--- config.mk ---
export PLATFORM = sky130hd
export DESIGN_NAME = reorder_buffer
export DESIGN_NICKNAME = d
export VERILOG_FILES = /design/src/rtl/reorder_buffer.sv
export SDC_FILE = /design/constraint.sdc
export NUM_CORES = 1
export LEC_CHECK = 0
export BUFFER_PORTS_ARGS = -buffer_cell sky130_fd_sc_hd__buf_2
export CAP_MARGIN = 30
export CORE_MARGIN = 3
export CORE_UTILIZATION = 50
export CTS_BUF_LIST = sky130_fd_sc_hd__clkbuf_16
export DETAILED_ROUTE_END_ITERATION = 6
export GPL_TIMING_DRIVEN = 1
export PLACE_DENSITY = 0.71
export RECOVER_POWER = 50
export SLEW_MARGIN = 20
export SYNTH_ARGS = -nofsm -noshare
export SYNTH_HDL_FRONTEND = slang
export SYNTH_SLANG_ARGS = --single-unit
--- constraint.sdc ---
create_clock -name clk_in -period 8.01 [get_ports clk_in]
set_input_delay 0.801 -clock clk_in [delete_from_list [all_inputs] [get_ports clk_in]]
set_output_delay 0.801 -clock clk_in [all_outputs]
set_load 0.03 [all_outputs]
--- src/rtl/reorder_buffer.sv ---
// Circular reorder buffer: allocates an entry per issued instruction, captures CDB
// results, retires in program order to the register file and raises flush on mispredict.
module reorder_buffer #(
    parameter int SIZE   = 8,
    parameter int IDX_W  = 3,
    parameter int DATA_W = 32
) (
    input  logic              clk_in,
    input  logic              rst_in,
    input  logic              issue_valid_in,
    input  logic [4:0]        issue_rd_in,
    input  logic              issue_writes_rd_in,
    output logic              ready_out,
    output logic [IDX_W-1:0]  issue_idx_out,
    input  logic              cdb_valid_in,
    input  logic [IDX_W-1:0]  cdb_idx_in,
    input  logic [DATA_W-1:0] cdb_data_in,
    input  logic              cdb_mispredict_in,
    input  logic [31:0]       cdb_target_in,
    input  logic [IDX_W-1:0]  q1_idx_in,
    input  logic [IDX_W-1:0]  q2_idx_in,
    output logic              q1_ready_out,
    output logic              q2_ready_out,
    output logic [DATA_W-1:0] q1_data_out,
    output logic [DATA_W-1:0] q2_data_out,
    output logic              we_out,
    output logic [4:0]        wa_out,
    output logic [DATA_W-1:0] wd_out,
    output logic [IDX_W-1:0]  rob_ix_out,
    output logic              flush_out,
    output logic [SIZE-1:0]   flush_addrs_out,
    output logic [31:0]       redirect_pc_out,
    output logic [IDX_W:0]    count_out
);

    localparam logic [IDX_W:0]   FULL_COUNT = (IDX_W+1)'(SIZE);
    localparam logic [IDX_W-1:0] IDX_ONE    = IDX_W'(1);
    localparam logic [IDX_W:0]   CNT_ONE    = (IDX_W+1)'(1);

    logic [IDX_W-1:0]  head_q, tail_q;
    logic [IDX_W:0]    count_q;
    logic [SIZE-1:0]   busy_q, done_q;
    logic [SIZE-1:0]   busy_nx, done_nx;
    logic [SIZE-1:0]   writes_rd_q, mispredict_q;
    logic [4:0]        rd_q     [SIZE];
    logic [DATA_W-1:0] value_q  [SIZE];
    logic [31:0]       target_q [SIZE];

    logic              commit;
    logic              do_flush;
    logic              issue_fire;
    logic              cdb_fire;
    logic [SIZE-1:0]   flush_mask;
    logic [IDX_W-1:0]  head_inc;

    assign ready_out     = (count_q != FULL_COUNT);
    assign issue_idx_out = tail_q;
    assign count_out     = count_q;
    assign head_inc      = head_q + IDX_ONE;

    always_comb begin
        commit     = busy_q[head_q] && done_q[head_q];
        do_flush   = commit && mispredict_q[head_q];
        issue_fire = issue_valid_in && ready_out && !do_flush;
        cdb_fire   = cdb_valid_in && busy_q[cdb_idx_in] && !do_flush;
        flush_mask = busy_q;
        flush_mask[head_q] = 1'b0;
    end

    // A flush wipes every entry; otherwise CDB, retire and allocate touch distinct slots.
    always_comb begin
        busy_nx = busy_q;
        done_nx = done_q;
        if (do_flush) begin
            busy_nx = '0;
            done_nx = '0;
        end else begin
            if (cdb_fire) begin
                done_nx[cdb_idx_in] = 1'b1;
            end
            if (commit) begin
                busy_nx[head_q] = 1'b0;
                done_nx[head_q] = 1'b0;
            end
            if (issue_fire) begin
                busy_nx[tail_q] = 1'b1;
                done_nx[tail_q] = 1'b0;
            end
        end
    end

    always_ff @(posedge clk_in or posedge rst_in) begin
        if (rst_in) begin
            head_q  <= '0;
            tail_q  <= '0;
            count_q <= '0;
            busy_q  <= '0;
            done_q  <= '0;
        end else begin
            busy_q <= busy_nx;
            done_q <= done_nx;
            if (do_flush) begin
                head_q  <= head_inc;
                tail_q  <= head_inc;
                count_q <= '0;
            end else begin
                if (commit) begin
                    head_q <= head_inc;
                end
                if (issue_fire) begin
                    tail_q <= tail_q + IDX_ONE;
                end
                case ({issue_fire, commit})
                    2'b10:   count_q <= count_q + CNT_ONE;
                    2'b01:   count_q <= count_q - CNT_ONE;
                    default: count_q <= count_q;
                endcase
            end
        end
    end

    // Payload is only ever read behind busy/done, so it needs no reset.
    always_ff @(posedge clk_in) begin
        if (issue_fire) begin
            rd_q[tail_q]         <= issue_rd_in;
            writes_rd_q[tail_q]  <= issue_writes_rd_in;
            mispredict_q[tail_q] <= 1'b0;
        end
        if (cdb_fire) begin
            value_q[cdb_idx_in]      <= cdb_data_in;
            mispredict_q[cdb_idx_in] <= cdb_mispredict_in;
            target_q[cdb_idx_in]     <= cdb_target_in;
        end
    end

    always_ff @(posedge clk_in or posedge rst_in) begin
        if (rst_in) begin
            we_out          <= 1'b0;
            wa_out          <= '0;
            wd_out          <= '0;
            rob_ix_out      <= '0;
            flush_out       <= 1'b0;
            flush_addrs_out <= '0;
            redirect_pc_out <= '0;
        end else begin
            if (commit) begin
                we_out     <= writes_rd_q[head_q] && (rd_q[head_q] != 5'd0);
                wa_out     <= rd_q[head_q];
                wd_out     <= value_q[head_q];
                rob_ix_out <= head_q;
            end else begin
                we_out <= 1'b0;
            end
            flush_out       <= do_flush;
            flush_addrs_out <= do_flush ? flush_mask : '0;
            if (do_flush) begin
                redirect_pc_out <= target_q[head_q];
            end
        end
    end

    // Operand forwarding: a live CDB broadcast takes priority over stored results.
    always_comb begin
        q1_ready_out = 1'b0;
        q1_data_out  = '0;
        q2_ready_out = 1'b0;
        q2_data_out  = '0;
        if (cdb_valid_in && (cdb_idx_in == q1_idx_in)) begin
            q1_ready_out = 1'b1;
            q1_data_out  = cdb_data_in;
        end else if (busy_q[q1_idx_in] && done_q[q1_idx_in]) begin
            q1_ready_out = 1'b1;
            q1_data_out  = value_q[q1_idx_in];
        end
        if (cdb_valid_in && (cdb_idx_in == q2_idx_in)) begin
            q2_ready_out = 1'b1;
            q2_data_out  = cdb_data_in;
        end else if (busy_q[q2_idx_in] && done_q[q2_idx_in]) begin
            q2_ready_out = 1'b1;
            q2_data_out  = value_q[q2_idx_in];
        end
    end

endmodule

==> flow_summary.json <==
{
  "cp.required_ps": 7210,
  "r2r-start": "head_q[0]",
  "reg2reg_slack_ps": 3700,
  "hold_depth": 2,
  "hold_end": "rob_ix_out[0]",
  "synth_area_mm2": 0.02968,
  "slew_viol_final": 50,
  "place_hpwl_um": 47210,
  "fin_tns_setup_ps": 0,
  "synth_top_area_cell": "edfxtp_1",
  "slew_headroom_pct": -94.33,
  "p_leak_nw": 11.58,
  "cts_resized": 0,
  "synth_ff_type": "edfxtp_1",
  "cp_common_cell": "buf_4",
  "synth.area.mux_share_pct": 14.43,
  "ys_types": 58,
  "insertion_delay_ps": 620,
  "synth-xor-area-share_pct": 0.3541,
  "drt-wirelength-per-cell_um": 29.14,
  "cts_sinks": 676,
  "postCtsSetupBuffers": 0,
  "synth_most_common_cell": "edfxtp_1",
  "synth_cells": 1859,
  "fp.dieW_um": 249.7,
  "drive_above_1_share_pct": 20.35,
  "die-area_mm2": 0.06233,
  "antenna_found_initial": 4,
  "netlist.area_leader.share_pct": 56.65,
  "synth_compound_area_share_pct": 12.04,
  "die_y_um": 249.7,
  "grt.total_usage_pct": 26.58,
  "synth-seq-cells": 676,
  "cts_buffer_depth": 3,
  "synth_top_family_by_area": "multiplexers",
  "synthAdderAreaFrac_pct": 0.1686,
  "cp-end-kind": "output port",
  "grt_pass1_wl_um": 124000,
  "syn_to_final_growth_pct": 14.44,
  "finClkSkew_ps": 20.70,
  "cap_violations": 1,
  "worst-path-buf-inv": 3,
  "fmax_mhz": 231.1,
  "period_minus_slack_ps": 4327,
  "h-tree-depth": 3,
  "ioPinCount": 240,
  "cts.reportedPaths.clkPinSlew_ps": 60,
  "cts_hold_buf": 0,
  "cts_root_buf": "clkbuf_16",
  "grt_pass1_vias": 19290,
  "ys_async_sr_fraction_pct": 15.98,
  "cts_tree": "built",
  "worstPathArrival_ps": 3530,
  "crit_chain": "buf_4, buf_4, mux4_2, mux2i_1, o31ai_1, buf_2",
  "initialDrtViolationCount": 2437,
  "rows": 88,
  "hold_path.class": "reg2reg",
  "grt-ovfl-total": 0,
  "tightest_slew_ps": 2899,
  "worstReg2RegEnd": "target_q[4][12]",
  "min_from": "rob_ix_out[0]",
  "multiInputGateArea_mm2": 0.009442,
  "rsz0062_at_grt": "false",
  "crit_family": "buffers and inverters",
  "fillers": 4408,
  "yosys-top-cells-area": "edfxtp_1 57%, mux4_2 11%, dfrtp_1 9.1%",
  "vias": 19360,
  "worstSetupPathType": "in2out",
  "p_per_area_mw_per_mm2": 336.9,
  "period_share_pct": 54.03,
  "final_net_count": 2148,
  "initial_utilization_pct": 50.96,
  "worstSetupStartpointType": "input pin",
  "crit_path_start": "q1_idx_in[0]",
  "cpMaxStageDelayCell": "buf_4",
  "yosysWarnings": 0,
  "setup_viol_count_final": 0,
  "syn_nets": 1947,
  "violations": "max-capacitance violations, max-slew violations",
  "antenna_left": 0,
  "final_hold_viol_count": 0,
  "routed_wl_um": 84070,
  "drc": 0,
  "grt_max_degree": 86,
  "synth_simple_gate_area_share_pct": 4.418,
  "numCtsBuffers": 71,
  "core-area_mm2": 0.05825,
  "reg2regPathDepth": 7,
  "io_buffers": 239,
  "gp_congestion": 0.9229,
  "seqCellArea_mm2": 0.01968,
  "yosys-top-cells-count": "560 x edfxtp_1, 141 x mux4_2, 120 x a221oi_1",
  "first_pass_iters": 5,
  "synth_edf_count": 560,
  "ys_seq_area_share_pct": 66.30,
  "totalPowerFinal_mw": 11.44,
  "vias_per_cell": 6.709,
  "path_max_fanout": 39,
  "cpPeakStageDelay_ps": 750,
  "ir_drop_v": 0.0003237,
  "status": "finished, violations left",
  "avgSynthCellArea_um2": 15.97
}
[stage by stage]
step	cells	hold WS, ps	cell area (um^2)	worst slack [ps]	utilization, %
floorplan	1859	449.6	29680	2161	-
global placement	2741	449.6	31630	3720	54.30
detailed placement	2743	466.0	31680	3692	54.40
CTS	2874	352.1	33960	3699	58.30
global route	2884	486.4	33970	3495	58.31
finish	2885	478.5	33970	3683	58.32
[worst max path at each step]
stage	cells after the start	to	slack, ps
after floorplan	7	mispredict_q[0]	2160
after CTS	6	q1_data_out[30]	3700
after global routing	6	q1_data_out[30]	3500
after global placement	7	target_q[4][13]	3720
final	6	q1_data_out[30]	3680
after detailed placement	6	q1_data_out[30]	3690
[metal layers]
layer / share of wire [%] / track usage (%) / up-vias
met5: 0.032 / 0 / -
met4: 3.8 / 11.39 / 4
met3: 9.9 / 5.075 / 216
met2: 48 / 43.04 / 1239
met1: 38 / 35.48 / 9817
li1: - / - / 8080
[cell families (layout without fill, tap and decap cells)]
logic type,count (synthesis),in the layout
AND/OR/NAND/NOR,284,284
adder cells (fa/ha/maj),4,4
AO/OA/AOI/OAI,464,464
multiplexers,248,248
flip-flops,676,676
buffers and inverters,171,430
XOR/XNOR,12,12
other,0,2
[area by class of cell]
type / count / share of cell area (%)
repair buffers: 286 / 4.582
well taps: 765 / 2.818
diodes: 2 / 0.01473
clock inverters: 59 / 1.392
flip-flops and latches: 676 / 57.95
clock buffers: 72 / 5.304
multi-input cells: 1012 / 27.80
inverters: 13 / 0.1473
[cells in the final DEF (no fill, tap or decap), drive strengths merged, types with 3 or more instances in the layout]
master,n
clkinvlp,4
clkbuf,224
nand3,12
nor2,96
o22ai,4
inv,32
nor2b,10
mux4,141
o31ai,64
xnor2,7
dfrtp,108
bufinv,6
o2bb2a,3
and3,4
and2,11
nor3,9
edfxtp,560
a221oi,121
o211a,7
xor2,5
dfxtp,8
a31oi,61
ha,4
nand2b,8
nor4,8
clkinv,30
o21ai,30
nand4,3
nand2,114
a22oi,6
a21oi,38
mux2,20
a22o,115
mux2i,87
buf,134
a311oi,4
[sequential cells by signal (all words and copies together), names as in the netlist]
name,flops
busy_q,8
count_out,4
done_q,8
flush_addrs_out,8
flush_out,1
head_q,3
issue_idx_out,3
mispredict_q,8
rd_q,40
redirect_pc_out,32
rob_ix_out,3
target_q,256
value_q,256
wa_out,5
wd_out,32
we_out,1
writes_rd_q,8
[worst reg2reg max path, stage by stage, from the launching register on]
cell and delay, ps:
dfrtp_2 830, mux4_2 440, mux2_4 380, nand2_4 230
inv_2 60, or4_4 580, inv_2 550, buf_4 800
[power breakdown]
part / internal (mW) / switching, mW
combinational: 1.22 / 2.47
clock: 1.84 / 1.36
sequential: 4.22 / 0.333
total: 7.28 / 4.16
(Power assumes the default switching activity.)
